## config.mk

```make
export PLATFORM = sky130hd
export DESIGN_NAME = prt_vtb_cke_gen_flat
export DESIGN_NICKNAME = d
export VERILOG_FILES = /design/src/rtl/prt_vtb_cke_gen_if.sv /design/src/rtl/prt_vtb_cke_gen.sv /design/src/flat_wrapper.sv
export SDC_FILE = /design/constraint.sdc
export NUM_CORES = 1
export LEC_CHECK = 0
export ABC_AREA = 1
export CAP_MARGIN = 20
export CORE_MARGIN = 3
export CORE_UTILIZATION = 55
export DETAILED_ROUTE_END_ITERATION = 8
export PLACE_DENSITY = 0.78
export RECOVER_POWER = 25
export SLEW_MARGIN = 20
export SYNTH_ARGS = -nofsm -noshare
export SYNTH_HDL_FRONTEND = slang
export SYNTH_SLANG_ARGS = --single-unit
```

## constraint.sdc

```tcl
create_clock -name SYS_CLK_IN -period 3.5 [get_ports SYS_CLK_IN]
set_input_delay 0.7 -clock SYS_CLK_IN [delete_from_list [all_inputs] [get_ports SYS_CLK_IN]]
set_output_delay 0.7 -clock SYS_CLK_IN [all_outputs]
set_load 0.005 [all_outputs]
```

## src/rtl/prt_vtb_cke_gen_if.sv

```systemverilog
// Control/status bundle of the clock-enable generator.
// The slave modport is the generator side; the master modport is the controller side.
interface prt_vtb_cke_gen_if;
  logic        CTL_START_IN;
  logic        CTL_STOP_IN;
  logic [31:0] CTL_FREQ_IN;
  logic [31:0] CTL_CNT_IN;
  logic        CKE_OUT;
  logic        STA_BUSY_OUT;
  logic        STA_DONE_OUT;
  logic        STA_ERR_OUT;
  logic [31:0] STA_PULSES_OUT;

  modport slave (
    input  CTL_START_IN, CTL_STOP_IN, CTL_FREQ_IN, CTL_CNT_IN,
    output CKE_OUT, STA_BUSY_OUT, STA_DONE_OUT, STA_ERR_OUT, STA_PULSES_OUT
  );

  modport master (
    output CTL_START_IN, CTL_STOP_IN, CTL_FREQ_IN, CTL_CNT_IN,
    input  CKE_OUT, STA_BUSY_OUT, STA_DONE_OUT, STA_ERR_OUT, STA_PULSES_OUT
  );
endinterface

```

## src/rtl/prt_vtb_cke_gen.sv

```systemverilog
// Paced clock-enable generator: an NCO accumulator with modulus P_SYS_FREQ emits
// exactly FREQ pulses per P_SYS_FREQ cycles, optionally stopping after CNT pulses.
//
// state   | meaning
// SM_IDLE | waiting for an accepted start; acc held, CKE_OUT low
// SM_RUN  | accumulating freq each cycle, emitting CKE_OUT on wrap
module prt_vtb_cke_gen #(
  parameter logic [31:0] P_SYS_FREQ = 32'd125000000
) (
  input logic              SYS_CLK_IN,
  input logic              SYS_RST_IN,
  prt_vtb_cke_gen_if.slave bus
);

  localparam logic [0:0] SM_IDLE = 1'b0;
  localparam logic [0:0] SM_RUN  = 1'b1;

  logic [0:0]  state_q, state_d;
  logic [31:0] acc_q, acc_d;
  logic [31:0] freq_q, freq_d;
  logic [31:0] cnt_q, cnt_d;
  logic [31:0] pulses_q, pulses_d;
  logic        cke_q, cke_d;
  logic        done_q, done_d;
  logic        err_q, err_d;

  logic [32:0] sum;
  logic        wrap;
  logic [31:0] pulses_inc;
  logic        start_ok;

  assign sum        = {1'b0, acc_q} + {1'b0, freq_q};
  assign wrap       = (sum >= {1'b0, P_SYS_FREQ});
  assign pulses_inc = pulses_q + 32'd1;
  assign start_ok   = bus.CTL_START_IN && !bus.CTL_STOP_IN;

  always_comb begin
    state_d  = state_q;
    acc_d    = acc_q;
    freq_d   = freq_q;
    cnt_d    = cnt_q;
    pulses_d = pulses_q;
    err_d    = err_q;
    cke_d    = 1'b0;
    done_d   = 1'b0;
    case (state_q)
      SM_IDLE: begin
        if (start_ok) begin
          state_d  = SM_RUN;
          // Over-range requests are clamped to full rate and flagged.
          freq_d   = (bus.CTL_FREQ_IN > P_SYS_FREQ) ? P_SYS_FREQ : bus.CTL_FREQ_IN;
          cnt_d    = bus.CTL_CNT_IN;
          err_d    = (bus.CTL_FREQ_IN > P_SYS_FREQ);
          acc_d    = 32'd0;
          pulses_d = 32'd0;
        end
      end
      SM_RUN: begin
        if (bus.CTL_STOP_IN) begin
          state_d = SM_IDLE;
        end else begin
          // acc < P and freq <= P, so a single subtraction keeps acc in range.
          acc_d = wrap ? (sum[31:0] - P_SYS_FREQ) : sum[31:0];
          cke_d = wrap;
          if (wrap) begin
            pulses_d = pulses_inc;
            if ((cnt_q != 32'd0) && (pulses_inc == cnt_q)) begin
              state_d = SM_IDLE;
              done_d  = 1'b1;
            end
          end
        end
      end
      default: state_d = SM_IDLE;
    endcase
  end

  always_ff @(posedge SYS_CLK_IN or negedge SYS_RST_IN) begin
    if (!SYS_RST_IN) begin
      state_q  <= SM_IDLE;
      acc_q    <= 32'd0;
      freq_q   <= 32'd0;
      cnt_q    <= 32'd0;
      pulses_q <= 32'd0;
      cke_q    <= 1'b0;
      done_q   <= 1'b0;
      err_q    <= 1'b0;
    end else begin
      state_q  <= state_d;
      acc_q    <= acc_d;
      freq_q   <= freq_d;
      cnt_q    <= cnt_d;
      pulses_q <= pulses_d;
      cke_q    <= cke_d;
      done_q   <= done_d;
      err_q    <= err_d;
    end
  end

  assign bus.CKE_OUT        = cke_q;
  assign bus.STA_BUSY_OUT   = (state_q == SM_RUN);
  assign bus.STA_DONE_OUT   = done_q;
  assign bus.STA_ERR_OUT    = err_q;
  assign bus.STA_PULSES_OUT = pulses_q;

endmodule

```

## src/flat_wrapper.sv

```systemverilog
// flat-port wrapper written by rule: the top's interface ports become plain ports
module prt_vtb_cke_gen_flat 
#(
  parameter logic [31:0] P_SYS_FREQ = 32'd125000000
)
  (SYS_CLK_IN, SYS_RST_IN, bus_CTL_START_IN, bus_CTL_STOP_IN, bus_CTL_FREQ_IN, bus_CTL_CNT_IN, bus_CKE_OUT, bus_STA_BUSY_OUT, bus_STA_DONE_OUT, bus_STA_ERR_OUT, bus_STA_PULSES_OUT);
  prt_vtb_cke_gen_if bus_i ();
  input logic SYS_CLK_IN;
  input logic SYS_RST_IN;
  input wire logic [$bits(bus_i.CTL_START_IN)-1:0] bus_CTL_START_IN;
  input wire logic [$bits(bus_i.CTL_STOP_IN)-1:0] bus_CTL_STOP_IN;
  input wire logic [$bits(bus_i.CTL_FREQ_IN)-1:0] bus_CTL_FREQ_IN;
  input wire logic [$bits(bus_i.CTL_CNT_IN)-1:0] bus_CTL_CNT_IN;
  output wire logic [$bits(bus_i.CKE_OUT)-1:0] bus_CKE_OUT;
  output wire logic [$bits(bus_i.STA_BUSY_OUT)-1:0] bus_STA_BUSY_OUT;
  output wire logic [$bits(bus_i.STA_DONE_OUT)-1:0] bus_STA_DONE_OUT;
  output wire logic [$bits(bus_i.STA_ERR_OUT)-1:0] bus_STA_ERR_OUT;
  output wire logic [$bits(bus_i.STA_PULSES_OUT)-1:0] bus_STA_PULSES_OUT;
  assign bus_i.CTL_START_IN = bus_CTL_START_IN;
  assign bus_i.CTL_STOP_IN = bus_CTL_STOP_IN;
  assign bus_i.CTL_FREQ_IN = bus_CTL_FREQ_IN;
  assign bus_i.CTL_CNT_IN = bus_CTL_CNT_IN;
  assign bus_CKE_OUT = bus_i.CKE_OUT;
  assign bus_STA_BUSY_OUT = bus_i.STA_BUSY_OUT;
  assign bus_STA_DONE_OUT = bus_i.STA_DONE_OUT;
  assign bus_STA_ERR_OUT = bus_i.STA_ERR_OUT;
  assign bus_STA_PULSES_OUT = bus_i.STA_PULSES_OUT;
  prt_vtb_cke_gen #(.P_SYS_FREQ(P_SYS_FREQ)) u_core (.SYS_CLK_IN(SYS_CLK_IN), .SYS_RST_IN(SYS_RST_IN), .bus(bus_i));
endmodule
```

[After elaboration in Yosys (flattened, before gate mapping)]
Cells that the tools add are included.
Operators by class
  add/subtract/negate cells: 3
  magnitude comparators: 2
  equal/unequal tests: 4
  muxes and demuxes: 19
  bitwise gates (word level): 1
  reductions and logical operators: 7
Operators by type and width (number)
  $mux 32: 6
  $pmux 32 s2: 2
  $add 32x32->33: 1
  $ge 33x27->1 const B: 1
  $add 32x1->32 const B: 1
  $eq 32x32->1: 1
  $gt 32x27->1 const B: 1
  $reduce_bool 32->1: 1
  $sub 32x27->32 const B: 1
  $mux 1: 10
  $ne 2x2->1 const B: 2
  $reduce_and 2->1: 2
  $reduce_and 3->1: 1
  $logic_and 1x1->1: 2
  $ne 2x1->1 const B: 1
  $pmux 1 s2: 1
  $logic_not 1->1: 1
  $not 1->1: 1
Storage, ports and cells
  register bits after elaboration: 132
  bits of input ports: 68
  output and inout bits: 36
  word-level logic and storage cells: 44

[Depth between registers and ports, before layout]
Gate-level depths: netlist (run 1).
  depth in word-level cells: 7
  depth in mapped cells: 25
  gate-level depth less buffers: 24

[Least setup slack after synthesis (run 1)]
No wires, ideal clock.
  path type: reg2reg
  start point: register u_core.freq_q[0]
  end point: register u_core.pulses_q[10] (netlist: u_core.bus.STA_PULSES_OUT[10])
  library setup time: 117 ps
  arrival time: 2901 ps
  required time: 3383 ps
  slack: 482 ps
  stages on the path, launching flop included: 24
  buffers on the path: 1
  period minus slack after synthesis: 3018 ps
  path through: dfrtp_1 -> ha_1 -> fa_1 -> nand3_1 -> nand2_2 -> nand2_1 -> nand2_2 -> nand2_1 -> nand2_1 -> inv_1 -> ha_1 -> nor3b_1 -> nand4_1 -> nor2_1 -> nand3_1 -> nor2_1 -> nand2_1 -> nor2_2 -> nor2_4 -> nand2_8 -> nand2_4 -> buf_2 -> nand3_1 -> nand2_1
Between the ends
  cells in the longest elaborated chain, start to end: 4
RTL lines
  start: declaration: line prt_vtb_cke_gen.sv:20  | logic [31:0] freq_q, freq_d;
  start signal: assignment: line prt_vtb_cke_gen.sv:91  | freq_q <= freq_d;
  $add 32x32->33: line prt_vtb_cke_gen.sv:32  | assign sum = {1'b0, acc_q} + {1'b0, freq_q};
  $ge 33x27->1: line prt_vtb_cke_gen.sv:33  | assign wrap = (sum >= {1'b0, P_SYS_FREQ});
  $ne 2x2->1 (no line)
  $reduce_and 3->1 (no line)
  end signal: assignment: line prt_vtb_cke_gen.sv:93  | pulses_q <= pulses_d;
  end: declaration: line prt_vtb_cke_gen.sv:22  | logic [31:0] pulses_q, pulses_d;
Every way passes these cells.
A chain may end at the register's enable or synchronous reset.

[Final worst setup path (run 1)]
  start point: register u_core.acc_q[0]
  end point: register u_core.pulses_q[20] (netlist: u_core.bus.STA_PULSES_OUT[20])
Between the ends
  cells in the longest elaborated chain, start to end: 4
RTL lines
  start: declaration: line prt_vtb_cke_gen.sv:19  | logic [31:0] acc_q, acc_d;
  start signal: assignment: line prt_vtb_cke_gen.sv:81  | acc_q <= 32'd0;
  start signal: assignment: line prt_vtb_cke_gen.sv:90  | acc_q <= acc_d;
  $add 32x32->33: line prt_vtb_cke_gen.sv:32
  $ge 33x27->1: line prt_vtb_cke_gen.sv:33
  $ne 2x2->1 (no line)
  $reduce_and 3->1 (no line)
Every way passes these cells.

==> flow_summary.ini, run 1 <==
[status]
outcome = finished with violations
violations = capacitance limit, slew limit

[power]
power_density_mw_per_mm2 = 677
power_leakage_nw = 6.50
ir_worst_vdd_mv = 0.441

[setup_path]
reg2reg_depth = 23
cp_slowest_cell = dfrtp_1
start_kind = flip-flop
worst-path-max-fanout = 9
critPathKind = reg2reg
cp_slowest_stage_delay_ps = 410
cp.required_ps = 3820
crit_path_end_kind = flip-flop
worst_ep_arrival_time_ps = 3670
path_delay_family = simple AND/OR/NAND/NOR gates
path_cells = ha_4 > fa_2 > nand3_1 > nand2_2 > nand2_2 > nand2_4 > nand2_2 > nand2_2 > inv_2 > ha_2 > nor3b_4 > nand4_1 > nor2_4 > nand3_2 > nor2_2 > nand2_1 > nor2_2 > nor2_4 > nand2_8 > nand2_8 > buf_12 > nand3_1 > nand2_1
crit_path_frequent_cell = nand2_2
timing.critical_path.buf_inv = 2
cp_num_cells = 23

[die]
rows = 49
start_util_pct = 57.1
die_h_microns = 144
die_width_microns = 144
ios = 104
dieArea_sq_mm = 0.0207
core_sq_mm = 0.0183

[synthesis]
async_flop_share_pct = 100
syn_area_sq_mm = 0.0104
yosysTopAreaCellShare_pct = 31.7
ys_ff_latch = 132
synth_nets = 1787
yosysTopAreaCell = dfrtp_1
ys_types = 43
syn_inst = 1683
ys_warn_count = 0
yosysSeqAreaShare_pct = 31.7
syn_avg_cell_area_sq_um = 6.20
ys.flop_type = dfrtp_1
synthTopCellsByArea = dfrtp_1 (32%), nand2_1 (24%), nand3_1 (8.2%)
synth_edf_count = 0

[drt]
drc = 0
wl_per_cell_microns = 17.1
wl_microns = 35200
dr_total_vias = 11700
detail_route.first_pass.iterations = 7
ant_nets = 0
viasPerCell = 5.69
drt_iter0_drc = 1166

[sta]
slew_violations = 76
final-hold-violation-count = 0
fin_crit_sh_pct = 95.5
setup_viol_count_final = 0
finalWorstSetupSlack_ps = 156
tns_ps = 0
slew_headroom_pct = -29.5
skew_ps = 13.8
period_needed_ps = 3340
grt_setup_unrepaired = true
fmax_ghz = 0.299
max_slew.worst_pin.slew_ps = 1940

[global_route]
grt_pass1_vias = 10500
grt_pass1_wl_microns = 54900
grt_max_degree = 77
grt.overflow.total = 0
antenna_found_initial = 0
grtUsageTotal_pct = 34.0

[placement]
gp_congestion = 0.996
numPortBuffers = 103
hpwl_microns = 26500
dpl_worst_slack_ps = -155

[clock_tree]
cts_sinks = 132
numCtsBuffers = 17
cts.root.buffer_cell = clkbuf_16
worstSkewPairLatency_ps = 440
htree_num_levels = 4
clock_path_buffers = 2
cts.clk_slew.worst_paths_ps = 60
cts_tree = built
hold_buffers = 0

[layout]
antenna_cells = 0
fill_cells = 1627
area_delta_synth_final_pct = 22.3
nNetsFinal = 1915
layout-drive-gt1-share_pct = 9.65
final_util_pct = 69.8

[run]
max_cap_viol_count = 1

[worst_hold_path]
hp-class = reg2reg
min_path_cells = 2
==> layer usage <==
| metal | up-vias | wire length, microns | global-route usage, % |
|---|---|---|---|
| li1 | 5633 | - | - |
| met5 | - | 0 | 0 |
| met3 | 83 | 3750 | 8.92 |
| met2 | 609 | 14900 | 50.2 |
| met4 | 0 | 925 | 9.96 |
| met1 | 5363 | 15600 | 49.2 |
==> cell usage after synthesis, drive strengths merged, types with 16 or more instances <==
cell / n
xor2: 33
dfrtp: 132
ha: 35
a21oi: 47
nor2: 197
o21ai: 52
nor3: 16
nand3: 171
nand4: 44
clkbuf: 24
inv: 173
buf: 16
nand2: 691
==> worst reg2reg max path: stages, from the launching register on <==
cell     delay [ps]
dfrtp_1         410
ha_4            180
fa_2            350
nand3_1          90
nand2_2          90
nand2_2         110
nand2_4          70
nand2_2          70
nand2_2          70
inv_2            70
ha_2            170
nor3b_4         170
nand4_1         170
nor2_4          170
nand3_2         100
nor2_2          110
nand2_1          70
nor2_2          150
nor2_4           60
nand2_8          90
nand2_8         120
buf_12          180
nand3_1          80
nand2_1          80
==> worst paths after layout <==
check / start / to / slack (ps)
setup / recovery: u_core.acc_q[0] / u_core.bus.STA_PULSES_OUT[20] / 160
hold / removal: u_core.freq_q[30] / u_core.freq_q[30] / 480
setup reg to reg: u_core.acc_q[0] / u_core.bus.STA_PULSES_OUT[20] / 160
hold reg to reg: u_core.freq_q[30] / u_core.freq_q[30] / 480
max in group asynchronous: SYS_RST_IN / u_core.freq_q[0] / 1540
min in group asynchronous: SYS_RST_IN / u_core.cnt_q[14] / 760
==> sequential cells by signal (all words and copies together), names as in the netlist <==
register,cells
u_core.freq_q,32
u_core.cnt_q,32
u_core.bus.STA_PULSES_OUT,32
u_core.bus.STA_BUSY_OUT,1
u_core.bus.CKE_OUT,1
u_core.bus.STA_ERR_OUT,1
u_core.bus.STA_DONE_OUT,1
u_core.acc_q,32
==> cell type report <==
type | count | area (sq um) | area share [%]
clock buffer | 18 | 429 | 3.36
clock inverter | 14 | 128 | 1.00
inverter | 174 | 653 | 5.12
multi-input combinational | 1338 | 6490 | 50.9
sequential | 132 | 3300 | 25.9
tap | 229 | 287 | 2.25
timing repair buffer | 148 | 1470 | 11.5
==> kinds of logic (layout without fill, tap and decap cells) <==
| logic type | count (synthesis) | count (layout) | share of synthesized area, % |
|---|---|---|---|
| AND/OR/NAND/NOR | 1146 | 1147 | 46.4 |
| adder cells (fa/ha/maj) | 36 | 36 | 4.39 |
| flip-flops | 132 | 132 | 31.7 |
| buffers and inverters | 214 | 354 | 8.01 |
| XOR/XNOR | 38 | 38 | 3.26 |
| AO/OA/AOI/OAI | 117 | 117 | 6.23 |
==> metrics by stage <==
stage               hold slack, ps  cell area [sq um]  std cells  power [mW]
floorplan                      404              10400       1683        5.15
global placement               465              11900       2012        6.46
detailed placement             469              11900       2012        6.52
CTS                            314              12500       2044        8.29
global route                   498              12800       2053        9.29
finish                         482              12800       2053        8.64
==> where the power goes <==
group	total (mW)	internal, mW	switching [mW]
logic	4.94	1.74	3.20
clock network	1.74	0.982	0.757
registers	1.96	1.77	0.191
==> layout by cell type, fill, tap and decap left out, drive strengths merged, types with 2 or more instances in the layout <==
cell type and instances:
nor4 9, a21o 3, nand3 171, xor2 33, a21oi 47, inv 177, or2 5, clkdlybuf4s50 102
o211ai 3, nand2 692, clkinv 6, nor2 197, a22o 3, nand3b 11, dfrtp 132, ha 35
buf 43, nor3 16, clkbuf 21, clkinvlp 4, xnor2 5, o21bai 3, o21ai 52, nand4 44
a31oi 2
==> repair_timing <==
item | CTS | global route
gates cloned | 0 | 4
setup endpoints to repair | 48 | 61
buffers inserted | 0 | 5
pin swaps | 1 | 7
endpoints found under the hold margin | 0 | 0
resized for setup | 3 | 43
Power figures use the tool's default switching activity.
==> inputs of run 2 (changes only) <==
--- a/config.mk
+++ b/config.mk
@@ -12,6 +12,7 @@
 export DETAILED_ROUTE_END_ITERATION = 8
 export PLACE_DENSITY = 0.78
 export RECOVER_POWER = 25
+export SETUP_SLACK_MARGIN = 0.02
 export SLEW_MARGIN = 20
 export SYNTH_ARGS = -nofsm -noshare
 export SYNTH_HDL_FRONTEND = slang
==> flow_summary.ini, run 2 (synthesis gave the netlist of run 1 again) <==
[die]
die_h_microns = 144
die_width_microns = 144
rows = 49
dieArea_sq_mm = 0.0207
start_util_pct = 57.1
core_sq_mm = 0.0183
ios = 104

[drt]
drt_iter0_drc = 1261
dr_total_vias = 11700
detail_route.first_pass.iterations = 6
wl_microns = 35200
drc = 0
wl_per_cell_microns = 17.1
viasPerCell = 5.69
ant_nets = 0

[setup_path]
cp.required_ps = 3820
worst_ep_arrival_time_ps = 3630
worst-path-max-fanout = 8
crit_path_end_kind = flip-flop
path_cells = ha_4 > fa_2 > nand3_2 > nand2_4 > nand2_4 > nand2_4 > nand2_2 > nand2_2 > inv_2 > ha_2 > nor3b_4 > nand4_1 > nor2_4 > nand3_2 > nor2_2 > nand2_1 > nor2_2 > nor2_4 > nand2_8 > nand2_8 > clkbuf_16 > nand3_1 > nand2_1
cp_slowest_cell = dfrtp_1
cp_slowest_stage_delay_ps = 410
crit_path_frequent_cell = nand2_4
start_kind = flip-flop
critPathKind = reg2reg
path_delay_family = simple AND/OR/NAND/NOR gates
timing.critical_path.buf_inv = 2

[sta]
setup_viol_count_final = 0
slew_headroom_pct = -26.9
fin_crit_sh_pct = 94.5
period_needed_ps = 3310
finalWorstSetupSlack_ps = 192
slew_violations = 77
fmax_ghz = 0.302
tns_ps = 0
skew_ps = 12.6
holdWs_ps = 483
final-hold-violation-count = 0
max_slew.worst_pin.slew_ps = 1900

[layout]
antenna_cells = 0
area_delta_synth_final_pct = 22.5
ff_latch_area_sq_mm = 0.00330
nNetsFinal = 1916
layout-drive-gt1-share_pct = 9.86
multi_input_area_sq_mm = 0.00652
fill_cells = 1616
final_common_cell = nand2_1
final_cell_mix = nand2_1 (669), nor2_1 (172), nand3_1 (166), inv_1 (159), dfrtp_1 (132)

[clock_tree]
clock_path_buffers = 2
cts_sinks = 132
htree_num_levels = 4
hold_buffers = 0
numCtsBuffers = 17
worstSkewPairLatency_ps = 440
cts.root.buffer_cell = clkbuf_16
cts.clk_slew.worst_paths_ps = 70
cts_tree = built

[placement]
gp_congestion = 0.996
numPortBuffers = 103
hpwl_microns = 26500
dpl_worst_slack_ps = -155

[power]
ir_worst_vdd_mv = 0.439
power_density_mw_per_mm2 = 676
power_leakage_nw = 6.52

[global_route]
grt.overflow.total = 0
grt_pass1_wl_microns = 54900
antenna_found_initial = 0
grt_max_degree = 77
grtUsageTotal_pct = 34.0
grt_pass1_vias = 10500

[status]
outcome = finished with violations
violations = capacitance limit, slew limit

[worst_hold_path]
hp-class = reg2reg

[run]
max_cap_viol_count = 1
-- run 2: power breakdown --
part | internal [mW] | switching (mW) | leakage, nW
clock | 0.982 | 0.754 | 0.263
combinational | 1.74 | 3.20 | 4.53
sequential | 1.77 | 0.190 | 1.72
total | 4.49 | 4.15 | 6.52
-- run 2: path summary, 6_finish.rpt --
path	from	to	slack [ps]	cells after the start
max reg2reg	u_core.acc_q[0]	u_core.bus.STA_PULSES_OUT[10]	190	23
min in group asynchronous	SYS_RST_IN	u_core.cnt_q[13]	760	1
min	u_core.freq_q[28]	u_core.freq_q[28]	480	2
max in group asynchronous	SYS_RST_IN	u_core.cnt_q[27]	800	2
max	u_core.acc_q[0]	u_core.bus.STA_PULSES_OUT[10]	190	23
min reg2reg	u_core.freq_q[28]	u_core.freq_q[28]	480	2
-- run 2: worst min-delay path: stages (launching register included) --
cell and delay, ps:
dfrtp_1 350, nand2_1 60, inv_1 40
-- run 2: cell type report --
type                       instances  share of cell area (%)
sequential                       132                    25.9
clock buffer                      18                    3.36
tap                              229                    2.24
inverter                         174                    5.11
timing repair buffer             149                    11.4
multi-input combinational       1338                    51.0
clock inverter                    14                   0.999
-- run 2: repair_timing --
item / in CTS / in global routing
gates cloned: 0 / 4
setup endpoints to repair: 51 / 61
resized for setup: 4 / 48
buffers inserted: 0 / 6
pin swaps: 1 / 8
-- run 2: routing by layer --
metal | vias up | share of wire (%) | GRT usage, %
met5 | - | 0 | 0
met4 | 0 | 2.7 | 9.96
met3 | 83 | 11 | 8.92
met2 | 633 | 43 | 50.2
met1 | 5335 | 44 | 49.2
li1 | 5631 | - | -
-- run 2: through the flow --
stage	power, mW	instance area [sq um]	instances	utilization (%)
after floorplan	5.15	10400	1683	-
after global placement	6.46	11900	2012	65.2
after detailed placement	6.52	11900	2012	65.2
after CTS	8.29	12500	2044	68.4
after global routing	9.29	12800	2054	69.9
final	8.64	12800	2054	69.9
